===== config.mk =====
export PLATFORM = sky130hd
export DESIGN_NAME = text_console_ctrl_flat
export DESIGN_NICKNAME = d
export VERILOG_FILES = /design/src/rtl/text_console_pkg.sv /design/src/rtl/text_console_ctrl_if.sv /design/src/rtl/text_console_ctrl_bin2bcd.sv /design/src/rtl/text_console_ctrl.sv /design/src/flat_wrapper.sv
export SDC_FILE = /design/constraint.sdc
export NUM_CORES = 1
export LEC_CHECK = 0
export CELL_PAD_IN_SITES_DETAIL_PLACEMENT = 0
export CELL_PAD_IN_SITES_GLOBAL_PLACEMENT = 2
export CORE_ASPECT_RATIO = 0.5
export CORE_MARGIN = 2
export CORE_UTILIZATION = 32
export DETAILED_ROUTE_END_ITERATION = 10
export HOLD_SLACK_MARGIN = 0.12
export PLACE_DENSITY_LB_ADDON = 0.12
export SLEW_MARGIN = 15
export SYNTH_ARGS = -nofsm -noshare
export SYNTH_HDL_FRONTEND = slang
export SYNTH_HIERARCHICAL = 1
export SYNTH_SLANG_ARGS = --single-unit
export TNS_END_PERCENT = 30

===== constraint.sdc =====
create_clock -name clk -period 2.4 [get_ports clk]
set_input_delay 0.36 -clock clk [delete_from_list [all_inputs] [get_ports clk]]
set_output_delay 0.36 -clock clk [all_outputs]
set_load 0.05 [all_outputs]

===== src/rtl/text_console_pkg.sv =====
// Shared definitions for the text console command processor: opcodes,
// FSM state encoding, character codes and cell/BCD helper functions.
package text_console_pkg;

    localparam logic [3:0] OP_NOP    = 4'd0;
    localparam logic [3:0] OP_SCROLL = 4'd1;
    localparam logic [3:0] OP_CLEAR  = 4'd2;
    localparam logic [3:0] OP_DEC    = 4'd3;
    localparam logic [3:0] OP_HEX    = 4'd4;

    typedef enum logic [2:0] {
        ST_IDLE       = 3'd0,
        ST_SCROLL_CLR = 3'd1,
        ST_FIELD_CLR  = 3'd2,
        ST_CONVERT    = 3'd3,
        ST_FIELD_WR   = 3'd4
    } state_e;

    localparam logic [7:0] CH_ZERO  = 8'd48;
    localparam logic [7:0] CH_A     = 8'd65;
    localparam logic [7:0] CH_MINUS = 8'd45;
    localparam logic [7:0] CH_SPACE = 8'd32;

    // Character-buffer word: colour in the top 12 bits, character in the low byte.
    function automatic logic [31:0] pack_cell(input logic [11:0] color, input logic [7:0] ch);
        return {color, 12'd0, ch};
    endfunction

    // Uppercase ASCII for one hex nibble.
    function automatic logic [7:0] hex_ascii(input logic [3:0] nib);
        if (nib < 4'd10) begin
            return CH_ZERO + {4'd0, nib};
        end else begin
            return CH_A + {4'd0, nib} - 8'd10;
        end
    endfunction

    // Double-dabble correction: add 3 to every BCD digit that is 5 or more.
    function automatic logic [39:0] bcd_adjust(input logic [39:0] v);
        logic [39:0] r;
        r = v;
        for (int i = 0; i < 10; i++) begin
            if (r[4*i +: 4] >= 4'd5) begin
                r[4*i +: 4] = r[4*i +: 4] + 4'd3;
            end else begin
                r[4*i +: 4] = r[4*i +: 4];
            end
        end
        return r;
    endfunction

endpackage


===== src/rtl/text_console_ctrl_if.sv =====
// Command and cell-write bundle of the text console controller.
// master = command source / buffer side, slave = the controller.
interface text_console_ctrl_if #(
    parameter int COLS = 160,
    parameter int ROWS = 45
);
    localparam int XW = $clog2(COLS);
    localparam int YW = $clog2(ROWS);

    logic          cmd_valid;
    logic          cmd_ready;
    logic [3:0]    cmd_op;
    logic [7:0]    cmd_x;
    logic [7:0]    cmd_y;
    logic [11:0]   cmd_color;
    logic [31:0]   cmd_num;
    logic          wr_en;
    logic [XW-1:0] wr_x;
    logic [YW-1:0] wr_y;
    logic [31:0]   wr_data;
    logic [YW-1:0] scroll_offset;

    modport master (
        output cmd_valid, cmd_op, cmd_x, cmd_y, cmd_color, cmd_num,
        input  cmd_ready, wr_en, wr_x, wr_y, wr_data, scroll_offset
    );

    modport slave (
        input  cmd_valid, cmd_op, cmd_x, cmd_y, cmd_color, cmd_num,
        output cmd_ready, wr_en, wr_x, wr_y, wr_data, scroll_offset
    );
endinterface


===== src/rtl/text_console_ctrl_bin2bcd.sv =====
// bin2bcd_seq: sequential double-dabble converter. Loads |i_num| on i_start,
// shifts one bit per cycle, and pulses o_done 33 cycles after the start edge.
module bin2bcd_seq
    import text_console_pkg::*;
(
    input  logic        clk,
    input  logic        rst_n,
    input  logic        i_start,
    input  logic [31:0] i_num,
    output logic        o_done,
    output logic [39:0] o_bcd,
    output logic        o_neg
);
    logic [31:0] r_bin;
    logic [39:0] r_bcd;
    logic        r_neg;
    logic        r_busy;
    logic        r_done;
    logic [5:0]  r_cnt;
    logic [31:0] w_mag;
    logic [39:0] w_adj;

    // Magnitude of the signed input (-2^31 maps to 2^31) and the per-step digit correction.
    always_comb begin
        w_mag = i_num[31] ? (~i_num + 32'd1) : i_num;
        w_adj = bcd_adjust(r_bcd);
    end

    // 32 shift steps, then one cycle to raise done.
    always_ff @(posedge clk or negedge rst_n) begin
        if (!rst_n) begin
            r_bin  <= 32'd0;
            r_bcd  <= 40'd0;
            r_neg  <= 1'b0;
            r_busy <= 1'b0;
            r_done <= 1'b0;
            r_cnt  <= 6'd0;
        end else if (i_start) begin
            r_bin  <= w_mag;
            r_bcd  <= 40'd0;
            r_neg  <= i_num[31];
            r_busy <= 1'b1;
            r_done <= 1'b0;
            r_cnt  <= 6'd0;
        end else if (r_busy) begin
            if (r_cnt == 6'd32) begin
                r_busy <= 1'b0;
                r_done <= 1'b1;
            end else begin
                r_bcd <= {w_adj[38:0], r_bin[31]};
                r_bin <= {r_bin[30:0], 1'b0};
                r_cnt <= r_cnt + 6'd1;
            end
        end else begin
            r_done <= 1'b0;
        end
    end

    assign o_done = r_done;
    assign o_bcd  = r_bcd;
    assign o_neg  = r_neg;
endmodule


===== src/rtl/text_console_ctrl.sv =====
// text_console_ctrl: turns SCROLL / CLEAR / DEC / HEX commands into single-cell
// writes to the character buffer and owns the scanout scroll offset.
// Optional feature: define TEXT_CONSOLE_HEX_EN to enable the HEX opcode;
// without it opcode 4 behaves as a NOP and no hex path is built.
module text_console_ctrl
    import text_console_pkg::*;
#(
    parameter int COLS    = 160,
    parameter int ROWS    = 45,
    parameter int FIELD_W = 12
) (
    input  logic clk,
    input  logic rst_n,
    text_console_ctrl_if.slave bus
);
    localparam int XW = $clog2(COLS);
    localparam int YW = $clog2(ROWS);
    localparam int CW = $clog2(COLS + FIELD_W + 1);

    localparam logic [CW-1:0] CNT_COLS  = CW'(COLS);
    localparam logic [CW-1:0] CNT_FW    = CW'(FIELD_W);
    localparam logic [CW-1:0] CNT_ONE   = CW'(1);
    localparam logic [XW-1:0] X_LAST    = XW'(COLS - 1);
    localparam logic [XW-1:0] X_FW_LAST = XW'(FIELD_W - 1);
    localparam logic [YW-1:0] Y_LAST    = YW'(ROWS - 1);
    localparam logic [7:0]    CMD_Y_MAX = 8'(ROWS - 1);
    localparam logic [7:0]    CMD_X_MAX = 8'(COLS / FIELD_W - 1);
    localparam logic [8:0]    ROWS9     = 9'(ROWS);

    state_e        r_state, w_state_nx;
    logic [CW-1:0] r_cnt, w_cnt_nx;
    logic          r_wr_en, w_wr_en_nx;
    logic [XW-1:0] r_wr_x, w_wr_x_nx;
    logic [YW-1:0] r_wr_y, w_wr_y_nx;
    logic [31:0]   r_wr_data, w_wr_data_nx;
    logic [YW-1:0] r_offset, w_offset_nx, w_offset_inc;
    logic          w_accept, w_start;

    logic [YW-1:0] r_row;
    logic [XW-1:0] r_base_x;
    logic [11:0]   r_color;
    logic [7:0]    w_ymin, w_xc;
    logic [8:0]    w_ysum;
    logic [YW-1:0] w_phys_row;
    logic [XW-1:0] w_base_x, w_fld_x;

    logic          w_done, w_neg;
    logic [39:0]   w_bcd;
    int            w_ndig, w_pos;
    logic [3:0]    w_digit;
    logic [7:0]    w_dec_ch, w_ch;
`ifdef TEXT_CONSOLE_HEX_EN
    logic          r_hex;
    logic [31:0]   r_num;
    logic [7:0]    w_hex_ch;
`endif

    bin2bcd_seq u_bcd (
        .clk     (clk),
        .rst_n   (rst_n),
        .i_start (w_start),
        .i_num   (bus.cmd_num),
        .o_done  (w_done),
        .o_bcd   (w_bcd),
        .o_neg   (w_neg)
    );

    // Command geometry: clamped row/field index, physical row, field base column, next offset.
    always_comb begin
        w_ymin       = (bus.cmd_y > CMD_Y_MAX) ? CMD_Y_MAX : bus.cmd_y;
        w_ysum       = {1'b0, w_ymin} + 9'(r_offset);
        w_phys_row   = (w_ysum >= ROWS9) ? YW'(w_ysum - ROWS9) : YW'(w_ysum);
        w_xc         = (bus.cmd_x > CMD_X_MAX) ? CMD_X_MAX : bus.cmd_x;
        w_base_x     = XW'(int'(w_xc) * FIELD_W);
        w_offset_inc = (r_offset == Y_LAST) ? {YW{1'b0}} : r_offset + YW'(1);
        w_fld_x      = r_base_x + (X_FW_LAST - XW'(r_cnt));
    end

    // Character for field position r_cnt, counted from the right-hand cell.
    always_comb begin
        w_ndig = 1;
        for (int i = 0; i < 10; i++) begin
            w_ndig = (w_bcd[4*i +: 4] != 4'd0) ? i + 1 : w_ndig;
        end
        w_pos   = int'(r_cnt);
        w_digit = 4'(w_bcd >> (4 * w_pos));
        if (w_pos < w_ndig) begin
            w_dec_ch = CH_ZERO + {4'd0, w_digit};
        end else if (w_pos == w_ndig) begin
            w_dec_ch = w_neg ? CH_MINUS : CH_SPACE;
        end else begin
            w_dec_ch = CH_SPACE;
        end
`ifdef TEXT_CONSOLE_HEX_EN
        w_hex_ch = (w_pos < 8) ? hex_ascii(4'(r_num >> (4 * w_pos))) : CH_SPACE;
        w_ch     = r_hex ? w_hex_ch : w_dec_ch;
`else
        w_ch     = w_dec_ch;
`endif
    end

    // Next-state and next-output logic; each busy state emits one cell per cycle.
    always_comb begin
        w_state_nx   = r_state;
        w_cnt_nx     = r_cnt;
        w_wr_en_nx   = 1'b0;
        w_wr_x_nx    = r_wr_x;
        w_wr_y_nx    = r_wr_y;
        w_wr_data_nx = r_wr_data;
        w_offset_nx  = r_offset;
        w_accept     = 1'b0;
        w_start      = 1'b0;
        case (r_state)
            ST_IDLE: begin
                if (bus.cmd_valid) begin
                    w_accept = 1'b1;
                    w_cnt_nx = {CW{1'b0}};
                    case (bus.cmd_op)
                        OP_SCROLL: begin
                            w_state_nx  = ST_SCROLL_CLR;
                            w_offset_nx = w_offset_inc;
                        end
                        OP_CLEAR: w_state_nx = ST_FIELD_CLR;
                        OP_DEC: begin
                            w_state_nx = ST_CONVERT;
                            w_start    = 1'b1;
                        end
`ifdef TEXT_CONSOLE_HEX_EN
                        OP_HEX:   w_state_nx = ST_FIELD_WR;
                        OP_NOP:   w_state_nx = ST_IDLE;
`else
                        OP_NOP, OP_HEX: w_state_nx = ST_IDLE;
`endif
                        default:  w_state_nx = ST_IDLE;
                    endcase
                end else begin
                    w_accept = 1'b0;
                end
            end
            ST_SCROLL_CLR: begin
                if (r_cnt == CNT_COLS) begin
                    w_state_nx = ST_IDLE;
                end else begin
                    w_wr_en_nx   = 1'b1;
                    w_wr_x_nx    = X_LAST - XW'(r_cnt);
                    w_wr_y_nx    = r_row;
                    w_wr_data_nx = 32'd0;
                    w_cnt_nx     = r_cnt + CNT_ONE;
                end
            end
            ST_FIELD_CLR: begin
                if (r_cnt == CNT_FW) begin
                    w_state_nx = ST_IDLE;
                end else begin
                    w_wr_en_nx   = 1'b1;
                    w_wr_x_nx    = w_fld_x;
                    w_wr_y_nx    = r_row;
                    w_wr_data_nx = 32'd0;
                    w_cnt_nx     = r_cnt + CNT_ONE;
                end
            end
            ST_CONVERT: begin
                // The first cell goes out on the same edge that sees done.
                if (w_done) begin
                    w_wr_en_nx   = 1'b1;
                    w_wr_x_nx    = w_fld_x;
                    w_wr_y_nx    = r_row;
                    w_wr_data_nx = pack_cell(r_color, w_ch);
                    w_cnt_nx     = r_cnt + CNT_ONE;
                    w_state_nx   = ST_FIELD_WR;
                end else begin
                    w_state_nx = ST_CONVERT;
                end
            end
            ST_FIELD_WR: begin
                if (r_cnt == CNT_FW) begin
                    w_state_nx = ST_IDLE;
                end else begin
                    w_wr_en_nx   = 1'b1;
                    w_wr_x_nx    = w_fld_x;
                    w_wr_y_nx    = r_row;
                    w_wr_data_nx = pack_cell(r_color, w_ch);
                    w_cnt_nx     = r_cnt + CNT_ONE;
                end
            end
            default: w_state_nx = ST_IDLE;
        endcase
    end

    // State, counter, scroll offset and registered write port.
    always_ff @(posedge clk or negedge rst_n) begin
        if (!rst_n) begin
            r_state   <= ST_IDLE;
            r_cnt     <= {CW{1'b0}};
            r_wr_en   <= 1'b0;
            r_wr_x    <= {XW{1'b0}};
            r_wr_y    <= {YW{1'b0}};
            r_wr_data <= 32'd0;
            r_offset  <= {YW{1'b0}};
        end else begin
            r_state   <= w_state_nx;
            r_cnt     <= w_cnt_nx;
            r_wr_en   <= w_wr_en_nx;
            r_wr_x    <= w_wr_x_nx;
            r_wr_y    <= w_wr_y_nx;
            r_wr_data <= w_wr_data_nx;
            r_offset  <= w_offset_nx;
        end
    end

    // Operand capture on accept; SCROLL clears the row at the pre-advance offset.
    always_ff @(posedge clk or negedge rst_n) begin
        if (!rst_n) begin
            r_row    <= {YW{1'b0}};
            r_base_x <= {XW{1'b0}};
            r_color  <= 12'd0;
`ifdef TEXT_CONSOLE_HEX_EN
            r_hex    <= 1'b0;
            r_num    <= 32'd0;
`endif
        end else if (w_accept) begin
            r_row    <= (bus.cmd_op == OP_SCROLL) ? r_offset : w_phys_row;
            r_base_x <= w_base_x;
            r_color  <= bus.cmd_color;
`ifdef TEXT_CONSOLE_HEX_EN
            r_hex    <= (bus.cmd_op == OP_HEX);
            r_num    <= bus.cmd_num;
`endif
        end
    end

    assign bus.cmd_ready     = (r_state == ST_IDLE);
    assign bus.wr_en         = r_wr_en;
    assign bus.wr_x          = r_wr_x;
    assign bus.wr_y          = r_wr_y;
    assign bus.wr_data       = r_wr_data;
    assign bus.scroll_offset = r_offset;
endmodule


===== src/flat_wrapper.sv =====
// flat-port wrapper written by rule: the top's interface ports become plain ports
module text_console_ctrl_flat import text_console_pkg::*;
#(
    parameter int COLS    = 160,
    parameter int ROWS    = 45,
    parameter int FIELD_W = 12
)
  (clk, rst_n, bus_cmd_valid, bus_cmd_op, bus_cmd_x, bus_cmd_y, bus_cmd_color, bus_cmd_num, bus_cmd_ready, bus_wr_en, bus_wr_x, bus_wr_y, bus_wr_data, bus_scroll_offset);
  text_console_ctrl_if #(.COLS(COLS), .ROWS(ROWS)) bus_i ();
  input  logic clk;
  input  logic rst_n;
  input wire logic [$bits(bus_i.cmd_valid)-1:0] bus_cmd_valid;
  input wire logic [$bits(bus_i.cmd_op)-1:0] bus_cmd_op;
  input wire logic [$bits(bus_i.cmd_x)-1:0] bus_cmd_x;
  input wire logic [$bits(bus_i.cmd_y)-1:0] bus_cmd_y;
  input wire logic [$bits(bus_i.cmd_color)-1:0] bus_cmd_color;
  input wire logic [$bits(bus_i.cmd_num)-1:0] bus_cmd_num;
  output wire logic [$bits(bus_i.cmd_ready)-1:0] bus_cmd_ready;
  output wire logic [$bits(bus_i.wr_en)-1:0] bus_wr_en;
  output wire logic [$bits(bus_i.wr_x)-1:0] bus_wr_x;
  output wire logic [$bits(bus_i.wr_y)-1:0] bus_wr_y;
  output wire logic [$bits(bus_i.wr_data)-1:0] bus_wr_data;
  output wire logic [$bits(bus_i.scroll_offset)-1:0] bus_scroll_offset;
  assign bus_i.cmd_valid = bus_cmd_valid;
  assign bus_i.cmd_op = bus_cmd_op;
  assign bus_i.cmd_x = bus_cmd_x;
  assign bus_i.cmd_y = bus_cmd_y;
  assign bus_i.cmd_color = bus_cmd_color;
  assign bus_i.cmd_num = bus_cmd_num;
  assign bus_cmd_ready = bus_i.cmd_ready;
  assign bus_wr_en = bus_i.wr_en;
  assign bus_wr_x = bus_i.wr_x;
  assign bus_wr_y = bus_i.wr_y;
  assign bus_wr_data = bus_i.wr_data;
  assign bus_scroll_offset = bus_i.scroll_offset;
  text_console_ctrl #(.COLS(COLS), .ROWS(ROWS), .FIELD_W(FIELD_W)) u_core (.clk(clk), .rst_n(rst_n), .bus(bus_i));
endmodule

==> run metrics <==
max_cap viols 0; CTS H-tree lvls 4; top-count cell post-synth dfrtp_1; CP max FO 4; DRT antenna net count 0; Clock Power Share 0.474; final instance area 13300 um2; delay-heaviest family, CP simple AND/OR/NAND/NOR gates; Hold Crit Class in -> async; Final setup viols 10; global-route wire length before repair ~45000 um; routed wire length around 27000 um; die width 253 um; CP Capture Type flip-flop; Leak around 0.006 uW; top_reg_cell synth dfrtp_1; CTS tree built; DP Area 12400 um2; Initial Util 0.326; Clock Skew 9.84 ps; status finished with violations; top cells by count, synth 155 x dfrtp_1, 141 x nand2_1, 84 x a21oi_1; critical path type reg -> reg; Yosys top cell area share 0.392; die area ~32000 um2; WP buf/inv 1; Tot GR Track Use 0.174; antenna violations before repair 0; Psw about 1500 uW; Reg2Reg Depth 12; Detailed Route Iter0 Violations between 400 and 500; Worst Max-Slew Pin Slew between 800 and 900 ps; Final Max Tran Viols 0; Final period util 1.09; TNS Setup -1010 ps; DP HPWL around 19000 um; Clock Root Buffer clkbuf_16; reg2reg start u_core/u_bcd/o_bcd[28]; deepest clock path buffer count 2; Sequential Power Share 0.433; Max transition margin 0.454; Worst-path clk slew approximately 70 ps; leading area contributor after synthesis dfrtp_1; peak per-stage delay on the critical path between 300 and 400 ps; reg2reg setup slack -210 ps; Seq/Total Area, Yosys 0.392; share of cells above drive strength 1 0.211; synthesis-stage register bit count around 160; row count 45; top cells by area, synth dfrtp_1 39%, ha_1 7.1%, nand2_1 5.4%, a21oi_1 4.3%, o21ai_0 3.5%; Int Power 4540 uW; NumNets Final approximately 1400; WP depth 12; RSZ-0062 raised after global routing yes; DR pass1 iterations 4; dpl cells 1671; PD cells approximately 450 nW/um2; Vias 8550; CTS Buf Count 17; Post-synth EDFFs 0; largest net degree at the start of global routing 50; fillcell total about 2900; Port Buffers roughly 110; violated checks setup timing; Hold WS 441 ps; I/O pins around 120; final setup margin -206 ps; ordered cell list for the critical path nor4_2 -> buf_4 -> nand2_1 -> nor2_4 -> o31ai_4 -> ha_1 -> a21oi_1 -> o22ai_2 -> nor2_1 -> and2_4 -> o221ai_2 -> a22o_1; Gate power share 0.093; ANT cells 0; drt drc 0; crit path DAT slightly below 3000 ps; mean post-synth cell area roughly 9.3 um2; Synth Cell Area 9890 um2; RePlAce Congestion slightly above 0.8; routed len/inst 15.8 um; clock latency at the later pin of the worst-skew pair 440 ps; height of the die 128 um; Layout area overhead 34.5%; total power ~6000 uW; final hold violations 0; CP required between 2000 and 3000 ps; GR Overflow Total 0; ys async rst share 1.00; slowest stage cell, crit path dfrtp_1; reg2reg end u_core/bus.wr_data[3]; FMAX about 380 MHz; Finished Layout Cells approximately 1700; minimum clock period between 2000 and 3000 ps; Synth Instances 1068; maximum VDD drop between 0.4 and 0.5 mV; post-synth cell types 76; Synth warnings 6; vias in the first global route just under 9000; Sw Ratio 0.247; clock sink total between 150 and 200; vias per cell about 5; Worst Setup Start Kind flip-flop; core area 30300 um2
## how the worst max path moves through the flow
stage / startpoint / to
CTS: u_core/u_bcd/o_bcd[23] / u_core/bus.wr_data[3]
detailed placement: bus_cmd_y[2] / u_core/r_row[4]
global placement: bus_cmd_y[0] / u_core/r_row[4]
global route: u_core/u_bcd/o_bcd[28] / u_core/bus.wr_data[3]
finish: u_core/u_bcd/o_bcd[28] / u_core/bus.wr_data[3]
floorplan: bus_cmd_y[0] / u_core/r_row[0]
## layout by cell type, fill, tap and decap left out, drive strengths merged, types with 12 or more instances in the layout
cell type / n
o21ai: 71
xnor2: 25
xor2: 33
conb: 15
inv: 55
a211oi: 43
ha: 56
nor2: 50
mux2i: 24
a21oi: 85
clkbuf: 18
a22o: 17
nand2b: 17
o41ai: 13
buf: 162
nand2: 141
nor3b: 12
and2: 25
dfrtp: 155
clkdlybuf4s50: 96
nand3: 21
nand4: 16
nor4: 15
## what timing repair did
action,CTS,global route
buffers inserted,4,1
resized for setup,49,21
hold buffers,1,0
pin swaps,25,14
endpoints found under the hold margin,46,0
endpoints found under the setup margin,11,12
## state kept, by name (all words and copies together), names as in the netlist
name and count:
u_core/bus.wr_en 1, u_core/u_bcd/o_done 1, u_core/u_bcd/r_busy 1, u_core/r_state 3
u_core/bus.wr_y 6, u_core/u_bcd/o_bcd 40, u_core/u_bcd/r_bin 32, u_core/r_base_x 6
u_core/r_cnt 8, u_core/bus.scroll_offset 6, u_core/r_row 6, u_core/bus.wr_data 18
u_core/r_color 12, u_core/u_bcd/r_cnt 6, u_core/u_bcd/o_neg 1, u_core/bus.wr_x 8
## power groups by stage
stage                     logic [uW]  clock network (uW)  registers, uW
after global routing             613                3060           2610
after detailed placement         519                   0           2660
final                            559                2860           2610
after global placement           516                   0           2660
after CTS                        556                2960           2610
after floorplan                  227                   0           2660
## worst reg2reg max path, delay by kind of cell (launching register included)
kind | cells | cell delay [ps]
fa+ha+maj | 1 | 330
simple gates | 5 | 870
compound gates | 5 | 740
flops | 1 | 390
buf+inv | 1 | 170
## metal layers
metal,share of wire,wire (um),track usage,up-vias
met5,0,0,0,-
li1,-,-,-,4267
met3,0.027,743,0.0349,21
met4,0.010,280,0.0407,0
met2,0.47,12800,0.295,99
met1,0.49,13200,0.232,4163
## cell type report
type                       instances  area, um2  share of cell area
multi-input combinational        806       5810               0.437
sequential                       155       3880               0.292
timing repair buffer             263       2300               0.173
tap                              399        499              0.0375
clock buffer                      18        439              0.0330
inverter                          54        203              0.0152
clock inverter                    13        166              0.0125
## metrics by stage
| stage | util | setup slack, ps |
|---|---|---|
| 5_1_grt | 0.438 | -294 |
| 6_report | 0.438 | -206 |
| 4_1_cts | 0.435 | -141 |
| 3_3_place_gp | 0.410 | -921 |
| 2_1_floorplan | - | -322 |
| 3_5_place_dp | 0.410 | -933 |
## kinds of logic after synthesis
group,after synthesis,synth area share
simple gates,347,0.179
compound gates,286,0.190
flops,155,0.392
buf+inv,121,0.0574
fa+ha+maj,59,0.0769
xor+xnor,58,0.0514
mux,41,0.0528
other cells,1,0.000379
No activity file was read; power rests on OpenSTA's default activity.
